File: config.mk
export PLATFORM = sky130hd
export DESIGN_NAME = id_stage_piped
export DESIGN_NICKNAME = d
export VERILOG_FILES = /design/src/rtl/id_stage_piped.sv
export SDC_FILE = /design/constraint.sdc
export NUM_CORES = 1
export LEC_CHECK = 0
export CORE_MARGIN = 8
export CORE_UTILIZATION = 39
export CTS_BUF_LIST = sky130_fd_sc_hd__clkbuf_4
export DETAILED_ROUTE_END_ITERATION = 16
export GPL_TIMING_DRIVEN = 0
export PLACE_DENSITY_LB_ADDON = 0.2
export RECOVER_POWER = 100
export SLEW_MARGIN = 25
export SYNTH_ARGS = -nofsm -noshare
export SYNTH_HDL_FRONTEND = slang
export SYNTH_SLANG_ARGS = --single-unit
File: constraint.sdc
create_clock -name clk -period 5.47 [get_ports clk]
set_input_delay 0.8205 -clock clk [delete_from_list [all_inputs] [get_ports clk]]
set_output_delay 0.8205 -clock clk [all_outputs]
set_load 0.02 [all_outputs]
File: src/rtl/id_stage_piped.sv
// Registered RV32I/RV64I decode stage: ID/EX register with valid/ready handshake, load-use
// interlock, EX/MEM forwarding, saturating bubble counter. ID_BRANCH_RESOLVE_EN adds ID-side redirect.
module id_stage_piped #(
  parameter int XLEN  = 32,
  parameter int CNT_W = 16
) (
  input  logic             clk,
  input  logic             rst,
  input  logic             if_valid_i,
  output logic             id_ready_o,
  input  logic [XLEN-1:0]  pc_i,
  input  logic [31:0]      inst_i,
  output logic [4:0]       reg1_addr_o,
  output logic [4:0]       reg2_addr_o,
  input  logic [XLEN-1:0]  reg1_data_i,
  input  logic [XLEN-1:0]  reg2_data_i,
  input  logic [6:0]       ex_op_i,
  input  logic             ex_wreg_i,
  input  logic [4:0]       ex_wd_i,
  input  logic [XLEN-1:0]  ex_wdata_i,
  input  logic             mem_wreg_i,
  input  logic [4:0]       mem_wd_i,
  input  logic [XLEN-1:0]  mem_wdata_i,
  input  logic             flush_i,
  input  logic             ex_ready_i,
  output logic             ex_valid_o,
  output logic [XLEN-1:0]  pc_o,
  output logic [XLEN-1:0]  reg1_o,
  output logic [XLEN-1:0]  reg2_o,
  output logic [XLEN-1:0]  imm_o,
  output logic [6:0]       op_o,
  output logic [2:0]       funct3_o,
  output logic             funct7_o,
  output logic [4:0]       wd_o,
  output logic             wreg_o,
  output logic             illegal_o,
  output logic             branch_flag_o,
  output logic [XLEN-1:0]  branch_address_o,
  output logic [CNT_W-1:0] bubble_cnt_o
);
  localparam logic [6:0] OP_LUI    = 7'b0110111;
  localparam logic [6:0] OP_AUIPC  = 7'b0010111;
  localparam logic [6:0] OP_LOAD   = 7'b0000011;
  localparam logic [6:0] OP_STORE  = 7'b0100011;
  localparam logic [6:0] OP_IMM    = 7'b0010011;
  localparam logic [6:0] OP_OP     = 7'b0110011;
  localparam logic [6:0] OP_BRANCH = 7'b1100011;
  localparam logic [6:0] OP_JAL    = 7'b1101111;
  localparam logic [6:0] OP_JALR   = 7'b1100111;

  logic [6:0] opcode;
  logic [4:0] rs1, rs2, rd;
  logic [2:0] funct3;

  assign opcode      = inst_i[6:0];
  assign rd          = inst_i[11:7];
  assign funct3      = inst_i[14:12];
  assign rs1         = inst_i[19:15];
  assign rs2         = inst_i[24:20];
  assign reg1_addr_o = rs1;
  assign reg2_addr_o = rs2;

  logic               legal, wreg, rs1_re, rs2_re;
  logic signed [31:0] imm32;
  logic [31:0]        shamt;
  logic [XLEN-1:0]    imm;

  assign shamt = (XLEN == 64) ? {26'b0, inst_i[25:20]} : {27'b0, inst_i[24:20]};

  always_comb begin
    legal  = 1'b0;
    wreg   = 1'b0;
    rs1_re = 1'b0;
    rs2_re = 1'b0;
    imm32  = '0;
    case (opcode)
      OP_LUI, OP_AUIPC: begin
        legal = 1'b1; wreg = 1'b1;
        imm32 = {inst_i[31:12], 12'b0};
      end
      OP_LOAD, OP_JALR: begin
        legal = 1'b1; wreg = 1'b1; rs1_re = 1'b1;
        imm32 = {{20{inst_i[31]}}, inst_i[31:20]};
      end
      OP_STORE: begin
        legal = 1'b1; rs1_re = 1'b1; rs2_re = 1'b1;
        imm32 = {{20{inst_i[31]}}, inst_i[31:25], inst_i[11:7]};
      end
      OP_IMM: begin
        legal = 1'b1; wreg = 1'b1; rs1_re = 1'b1;
        // SLLI/SRLI/SRAI carry a zero-extended shamt; inst[30] goes out on funct7_o
        imm32 = (funct3[1:0] == 2'b01) ? shamt : {{20{inst_i[31]}}, inst_i[31:20]};
      end
      OP_OP: begin
        legal = 1'b1; wreg = 1'b1; rs1_re = 1'b1; rs2_re = 1'b1;
      end
      OP_BRANCH: begin
        legal = 1'b1; rs1_re = 1'b1; rs2_re = 1'b1;
        imm32 = {{20{inst_i[31]}}, inst_i[7], inst_i[30:25], inst_i[11:8], 1'b0};
      end
      OP_JAL: begin
        legal = 1'b1; wreg = 1'b1;
        imm32 = {{12{inst_i[31]}}, inst_i[19:12], inst_i[20], inst_i[30:21], 1'b0};
      end
      default: ;
    endcase
  end

  assign imm = XLEN'(imm32);

  function automatic logic [XLEN-1:0] operand(
    input logic [4:0] addr, input logic re, input logic [XLEN-1:0] rf,
    input logic ew, input logic [4:0] ewd, input logic [XLEN-1:0] ewdata,
    input logic mw, input logic [4:0] mwd, input logic [XLEN-1:0] mwdata);
    if (!re || addr == 5'd0)   return '0;
    else if (ew && ewd == addr) return ewdata;
    else if (mw && mwd == addr) return mwdata;
    else                        return rf;
  endfunction

  logic [XLEN-1:0] op1, op2;
  assign op1 = operand(rs1, rs1_re, reg1_data_i, ex_wreg_i, ex_wd_i, ex_wdata_i,
                       mem_wreg_i, mem_wd_i, mem_wdata_i);
  assign op2 = operand(rs2, rs2_re, reg2_data_i, ex_wreg_i, ex_wd_i, ex_wdata_i,
                       mem_wreg_i, mem_wd_i, mem_wdata_i);

  logic hazard, squash, accept;
  assign hazard = ex_valid_o && (ex_op_i == OP_LOAD) && ex_wreg_i && (ex_wd_i != 5'd0) &&
                  ((rs1_re && ex_wd_i == rs1) || (rs2_re && ex_wd_i == rs2));
  assign id_ready_o = !hazard && (!ex_valid_o || ex_ready_i);
  // A live redirect means the instruction on the input is wrong-path: consume and drop it
  assign accept = if_valid_i && id_ready_o && !squash;

`ifdef ID_BRANCH_RESOLVE_EN
  logic            taken;
  logic [XLEN-1:0] target;

  always_comb begin
    taken  = 1'b0;
    target = pc_i + imm;
    case (opcode)
      OP_BRANCH: begin
        case (funct3)
          3'b000:  taken = (op1 == op2);
          3'b001:  taken = (op1 != op2);
          3'b100:  taken = ($signed(op1) <  $signed(op2));
          3'b101:  taken = ($signed(op1) >= $signed(op2));
          3'b110:  taken = (op1 <  op2);
          3'b111:  taken = (op1 >= op2);
          default: taken = 1'b0;
        endcase
      end
      OP_JAL:  taken = 1'b1;
      OP_JALR: begin
        taken  = 1'b1;
        target = (op1 + imm) & {{(XLEN-1){1'b1}}, 1'b0};
      end
      default: ;
    endcase
  end

  always_ff @(posedge clk or posedge rst) begin
    if (rst) begin
      branch_flag_o    <= 1'b0;
      branch_address_o <= '0;
    end else begin
      branch_flag_o <= accept && !flush_i && taken;
      if (accept && !flush_i && taken) branch_address_o <= target;
    end
  end

  assign squash = branch_flag_o;
`else
  assign branch_flag_o    = 1'b0;
  assign branch_address_o = '0;
  assign squash           = 1'b0;
`endif

  always_ff @(posedge clk or posedge rst) begin
    if (rst) begin
      ex_valid_o <= 1'b0;
      pc_o       <= '0;
      reg1_o     <= '0;
      reg2_o     <= '0;
      imm_o      <= '0;
      op_o       <= '0;
      funct3_o   <= '0;
      funct7_o   <= 1'b0;
      wd_o       <= '0;
      wreg_o     <= 1'b0;
      illegal_o  <= 1'b0;
    end else if (flush_i) begin
      ex_valid_o <= 1'b0;
    end else if (accept) begin
      ex_valid_o <= 1'b1;
      pc_o       <= pc_i;
      reg1_o     <= op1;
      reg2_o     <= op2;
      imm_o      <= imm;
      op_o       <= opcode;
      funct3_o   <= funct3;
      funct7_o   <= inst_i[30];
      wd_o       <= rd;
      wreg_o     <= wreg;
      illegal_o  <= !legal;
    end else if (ex_ready_i) begin
      ex_valid_o <= 1'b0;
    end
  end

  always_ff @(posedge clk or posedge rst) begin
    if (rst)
      bubble_cnt_o <= '0;
    else if (hazard && ex_ready_i && !flush_i && !(&bubble_cnt_o))
      bubble_cnt_o <= bubble_cnt_o + 1'b1;
  end

endmodule

# Yosys cells after proc, flatten, opt, wreduce, memory -nomap -nowiden
# Index checks and enable logic that the tools add are counted.
[word_totals] input_bits=216 elab_cells=82 register_bits=163 out_inout_bits=207
[op_classes] bitwise_logic=1 n_addsub=1 mux=15 eq_ne=15 reduce_logical=38
[ops] cell="32-bit 2-to-1 mux" count=7
[ops] cell="32-bit one-hot mux with 6 select lines" count=1
[ops] cell="7-bit by 6-bit equality test with 1-bit output (second input constant)" count=3
[ops] cell="7-bit equality test (second input constant)" count=3
[ops] cell="5-bit equality test" count=4
[ops] cell="16-bit by 1-bit adder with 16-bit output (second input constant)" count=1
[ops] cell="16-bit AND reduction" count=1
[ops] cell="1-bit logical AND" count=15
[ops] cell="7-bit by 2-bit equality test with 1-bit output (second input constant)" count=2
[ops] cell="7-bit by 5-bit equality test with 1-bit output (second input constant)" count=2
[ops] cell="5-bit zero test" count=2
[ops] cell="9-bit OR reduction" count=1
[ops] cell="1-bit zero test" count=7
[ops] cell="1-bit 2-to-1 mux" count=7
[ops] cell="7-bit OR reduction" count=1
[ops] cell="6-bit OR reduction" count=1
[ops] cell="5-bit nonzero test" count=1
[ops] cell="1-bit logical OR" count=4
[ops] cell="2-bit OR reduction" count=2
[ops] cell="3-bit nonzero test" count=1
[ops] cell="3-bit OR reduction" count=1
[ops] cell="2-bit by 1-bit equality test with 1-bit output (second input constant)" count=1
[ops] cell="2-bit AND reduction" count=1
[ops] cell="1-bit NOT" count=1

# Depth between registers and ports, before layout
[depth] depth_word=11 depth_mapped=10 depth_no_buf=6

# Least setup slack after synthesis
# Ideal clock, no wire load.
[synth_timing] kind="in2out" startpoint="input ex_op_i[2]" endpoint="output id_ready_o" path_buffers=0 t_required_ns=4.649 arrival_time_ns=2.157 stages=5 slack_ns=2.493 cell_sequence="nor4_1 > nand3_1 > or4_4 > a211o_1 > and2_1"
[synth_via] elab_chain_len=7
[synth_lines] element="start, declared" line_no="17" text="input logic [6:0] ex_op_i,"
[synth_lines] element="7-bit by 2-bit equality test with 1-bit output" line_no="128" text="assign hazard = ex_valid_o && (ex_op_i == OP_LOAD) && ex_wreg_i && (ex_wd_i != 5'd0) &&"
[synth_lines] element="1-bit logical AND (4 in a row)" line_no="128"
[synth_lines] element="1-bit zero test" line_no="130" text="assign id_ready_o = !hazard && (!ex_valid_o || ex_ready_i);"
[synth_lines] element="1-bit logical AND" line_no="130"
[synth_lines] element="end, declared" line_no="10" text="output logic id_ready_o,"
# No other way between the ends.

# Final worst setup path
[layout_timing] startpoint="input inst_i[21]" endpoint="output id_ready_o"
[layout_via] elab_chain_len=6
[layout_lines] element="start, declared" line_no="12" text="input logic [31:0] inst_i,"
[layout_lines] element="5-bit equality test" line_no="129" text="((rs1_re && ex_wd_i == rs1) || (rs2_re && ex_wd_i == rs2));"
[layout_lines] element="1-bit logical AND" line_no="129"
[layout_lines] element="1-bit logical OR" line_no="129"
[layout_lines] element="1-bit logical AND" line_no="128"
[layout_lines] element="1-bit zero test" line_no="130"
[layout_lines] element="1-bit logical AND" line_no="130"
# No other way between the ends.

==> flow_metrics.env <==
export IMPL_cts_num_sinks=163
export IMPL_number_of_antenna_violations_at_the_first_check_in_global_routing=4
export IMPL_holdWs_ns=0.495
export IMPL_post_layout_nonfiller_instances=1511
export IMPL_number_of_enable_type_register_cells_in_the_synthesized_netlist=0
export IMPL_clock_buffers_created_by_tritoncts=17
export IMPL_first_global_vias=8363
export IMPL_final_cell_mix="212 x clkdlybuf4s50_1, 176 x dlygate4sd3_1, 163 x dfrtp_1"
export IMPL_grt_setup_unrepaired="false"
export IMPL_die_height_um=167
export IMPL_timing_critical_path_required_ns=4.65
export IMPL_globalRouteOverflowTotal=0
export IMPL_maximum_number_of_pins_on_one_net_before_global_route_repair=91
export IMPL_dp_cells=1476
export IMPL_avgSynthCellArea_sq_um=11.6
export IMPL_synthesis_instances=770
export IMPL_wl_mm=32.4
export IMPL_drive_above_1_share_pct=15.6
export IMPL_final_nets=1427
export IMPL_route_antenna_remaining_nets=0
export IMPL_power_density_cell_area_nw_per_um2=205
export IMPL_report_final_hold_viol_count=0
export IMPL_boundaryPins=423
export IMPL_die_area_sq_um=27900
export IMPL_global_route_usage_total_pct=22.9
export IMPL_critPathCaptureType="primary output"
export IMPL_min_delay_path_class="register to register"
export IMPL_drtPass1Iterations=5
export IMPL_total_power_after_layout_mw=2.74
export IMPL_cp_max_fo=6
export IMPL_max_cap_violations=1
export IMPL_core_region_area_sq_um=22500
export IMPL_status="finished with violations"
export IMPL_placement_setup_worst_slack_ns=1.33
export IMPL_timing_final_crit_share_pct=78.9
export IMPL_post_syn_area_sq_um=8900
export IMPL_routed_via_count=7775
export IMPL_peak_supply_drop_mv=0.160
export IMPL_chipWidth_um=167
export IMPL_critical_path_class="input port to primary output"
export IMPL_power_static_leakage_nw=6.13
export IMPL_sequential_area_share_after_synthesis_pct=45.8
export IMPL_synth_async_reset_ratio_pct=100
export IMPL_startpoint_type="input port"
export IMPL_ys_types=55
export IMPL_starting_utilization_of_the_core_area_pct=39.6
export IMPL_dp_final_hpwl_mm=25.6
export IMPL_reg2reg_depth=8
export IMPL_cts_path_max_buffers=2
export IMPL_setup_violations=0
export IMPL_clock_tree_from_tritoncts="yes"
export IMPL_grt_pass1_wl_mm=50.0
export IMPL_route_detailed_wl_per_inst_um=21.4
export IMPL_cp_data_arrival_time_ns=3.49
export IMPL_worst_slew_pin_transition_ns=3.48
export IMPL_place_gp_congestion=0.861
export IMPL_report_final_slew_viol_count=74
export IMPL_path_clk_slew_ns=0.14
export IMPL_detail_route_iter0_violations=367
export IMPL_postCtsSetupBuffers=0
export IMPL_cts_resized=0
export IMPL_placementRows=55
export IMPL_failed_checks="capacitance limit, slew limit"
export IMPL_post_cts_hold_buffer_count=0
export IMPL_total_negative_setup_slacks_ns=0
export IMPL_fmax_mhz=232
export IMPL_clock_skew_ns=0.0279
export IMPL_port_buffers=388
export IMPL_htreeDepth=4
export IMPL_dominantRegCellSynth="dfrtp_1"
export IMPL_finalWorstSetupSlack_ns=1.16
export IMPL_cts_root_buf="clkbuf_4"
export IMPL_holdPathStages=1
export IMPL_route_detailed_vias_per_inst=5.15
export IMPL_worstSkewPairLatency_ns=0.56
export IMPL_finalCriticalPeriod_ns=4.31
export IMPL_finalInstanceArea_sq_um=13300
export IMPL_fill_cells=1971
export IMPL_route_detailed_drc=0
export IMPL_final_core_util_pct=59.3
export IMPL_layout_area_growth_over_synthesis_pct=49.8
export IMPL_post_dp_cell_area_sq_um=13300
export IMPL_slew_headroom_pct=-133
export IMPL_synth_seq_cells=163
export IMPL_synthesis_yosys_warnings=0
export IMPL_most_frequent_standard_cell_in_the_layout_excluding_fill_and_tap_cells="clkdlybuf4s50_1"
## flip-flops by register name (all words and copies together), names as in the netlist, 3 cells and up
| register | count |
|---|---|
| funct3_o | 3 |
| op_o | 7 |
| bubble_cnt_o | 16 |
| pc_o | 32 |
| reg1_o | 32 |
| imm_o | 32 |
| wd_o | 5 |
| reg2_o | 32 |
## path summary, 6_finish.rpt
check,start,to,slack [ns]
setup / recovery,inst_i[21],id_ready_o,1.16
hold / removal,bubble_cnt_o[4],bubble_cnt_o[4],0.50
setup reg to reg,ex_valid_o,reg2_o[20],2.10
hold reg to reg,bubble_cnt_o[4],bubble_cnt_o[4],0.50
max in group asynchronous,rst,reg2_o[9],2.18
min in group asynchronous,rst,pc_o[22],1.73
## Yosys cell counts (all sizes together) (5+ instances only)
cell type	count	area (sq um)
a21oi	21	105
o2bb2ai	40	538
nor2	13	48.8
nand3	12	60.1
nor4	6	52.6
mux2	93	1050
nand2b	6	40.0
o21ai	64	320
dfrtp	163	4080
buf	70	561
mux2i	64	641
and3	6	37.5
nand4	5	31.3
xnor2	9	78.8
clkbuf	24	90.1
a22o	36	315
a21o	6	45.0
xor2	26	228
nand2	56	210
## kinds of logic (layout without fill, tap and decap cells)
group	count (synthesis)	after routing	synth area share, %
adder cells (fa/ha/maj)	1	1	0.141
flip-flops	163	163	45.8
AO/OA/AOI/OAI	182	182	16.2
XOR/XNOR	35	35	3.44
buffers and inverters	97	518	7.44
multiplexers	157	157	19.0
other	1	36	0.0421
AND/OR/NAND/NOR	134	134	7.91
## report_power, final
group / switching [mW] / internal [mW] / total (mW)
clock: 0.467 / 0.236 / 0.704
sequential: 0.0361 / 1.28 / 1.32
combinational: 0.346 / 0.372 / 0.718
## area by class of cell
type                            instances  area, sq um  area share, %
Buffer                                 94          538           4.03
Multi-Input combinational cell        542         4160           31.2
Tap cell                              285          357           2.67
Clock inverter                         14          133          0.995
Timing Repair Buffer                  389         3910           29.3
Antenna cell                            3         7.51         0.0563
Sequential cell                       163         4080           30.6
Inverter                                3         12.5         0.0938
Clock buffer                           18          135           1.01
## critical path, stage by stage
cell,delay (ns)
dlygate4sd3_1,0.67
xor2_1,0.21
nor3_1,0.30
nand3_1,0.21
a211o_1,0.43
and2_1,0.19
dlygate4sd3_1,0.65
## per-layer routing
metal | global-route usage [%] | part of all wire (%)
met1 | 26.4 | 39
met2 | 39.2 | 50
met3 | 8.72 | 9.6
met4 | 6.46 | 1.8
met5 | 0 | 0.040
(Power assumes the default switching activity.)
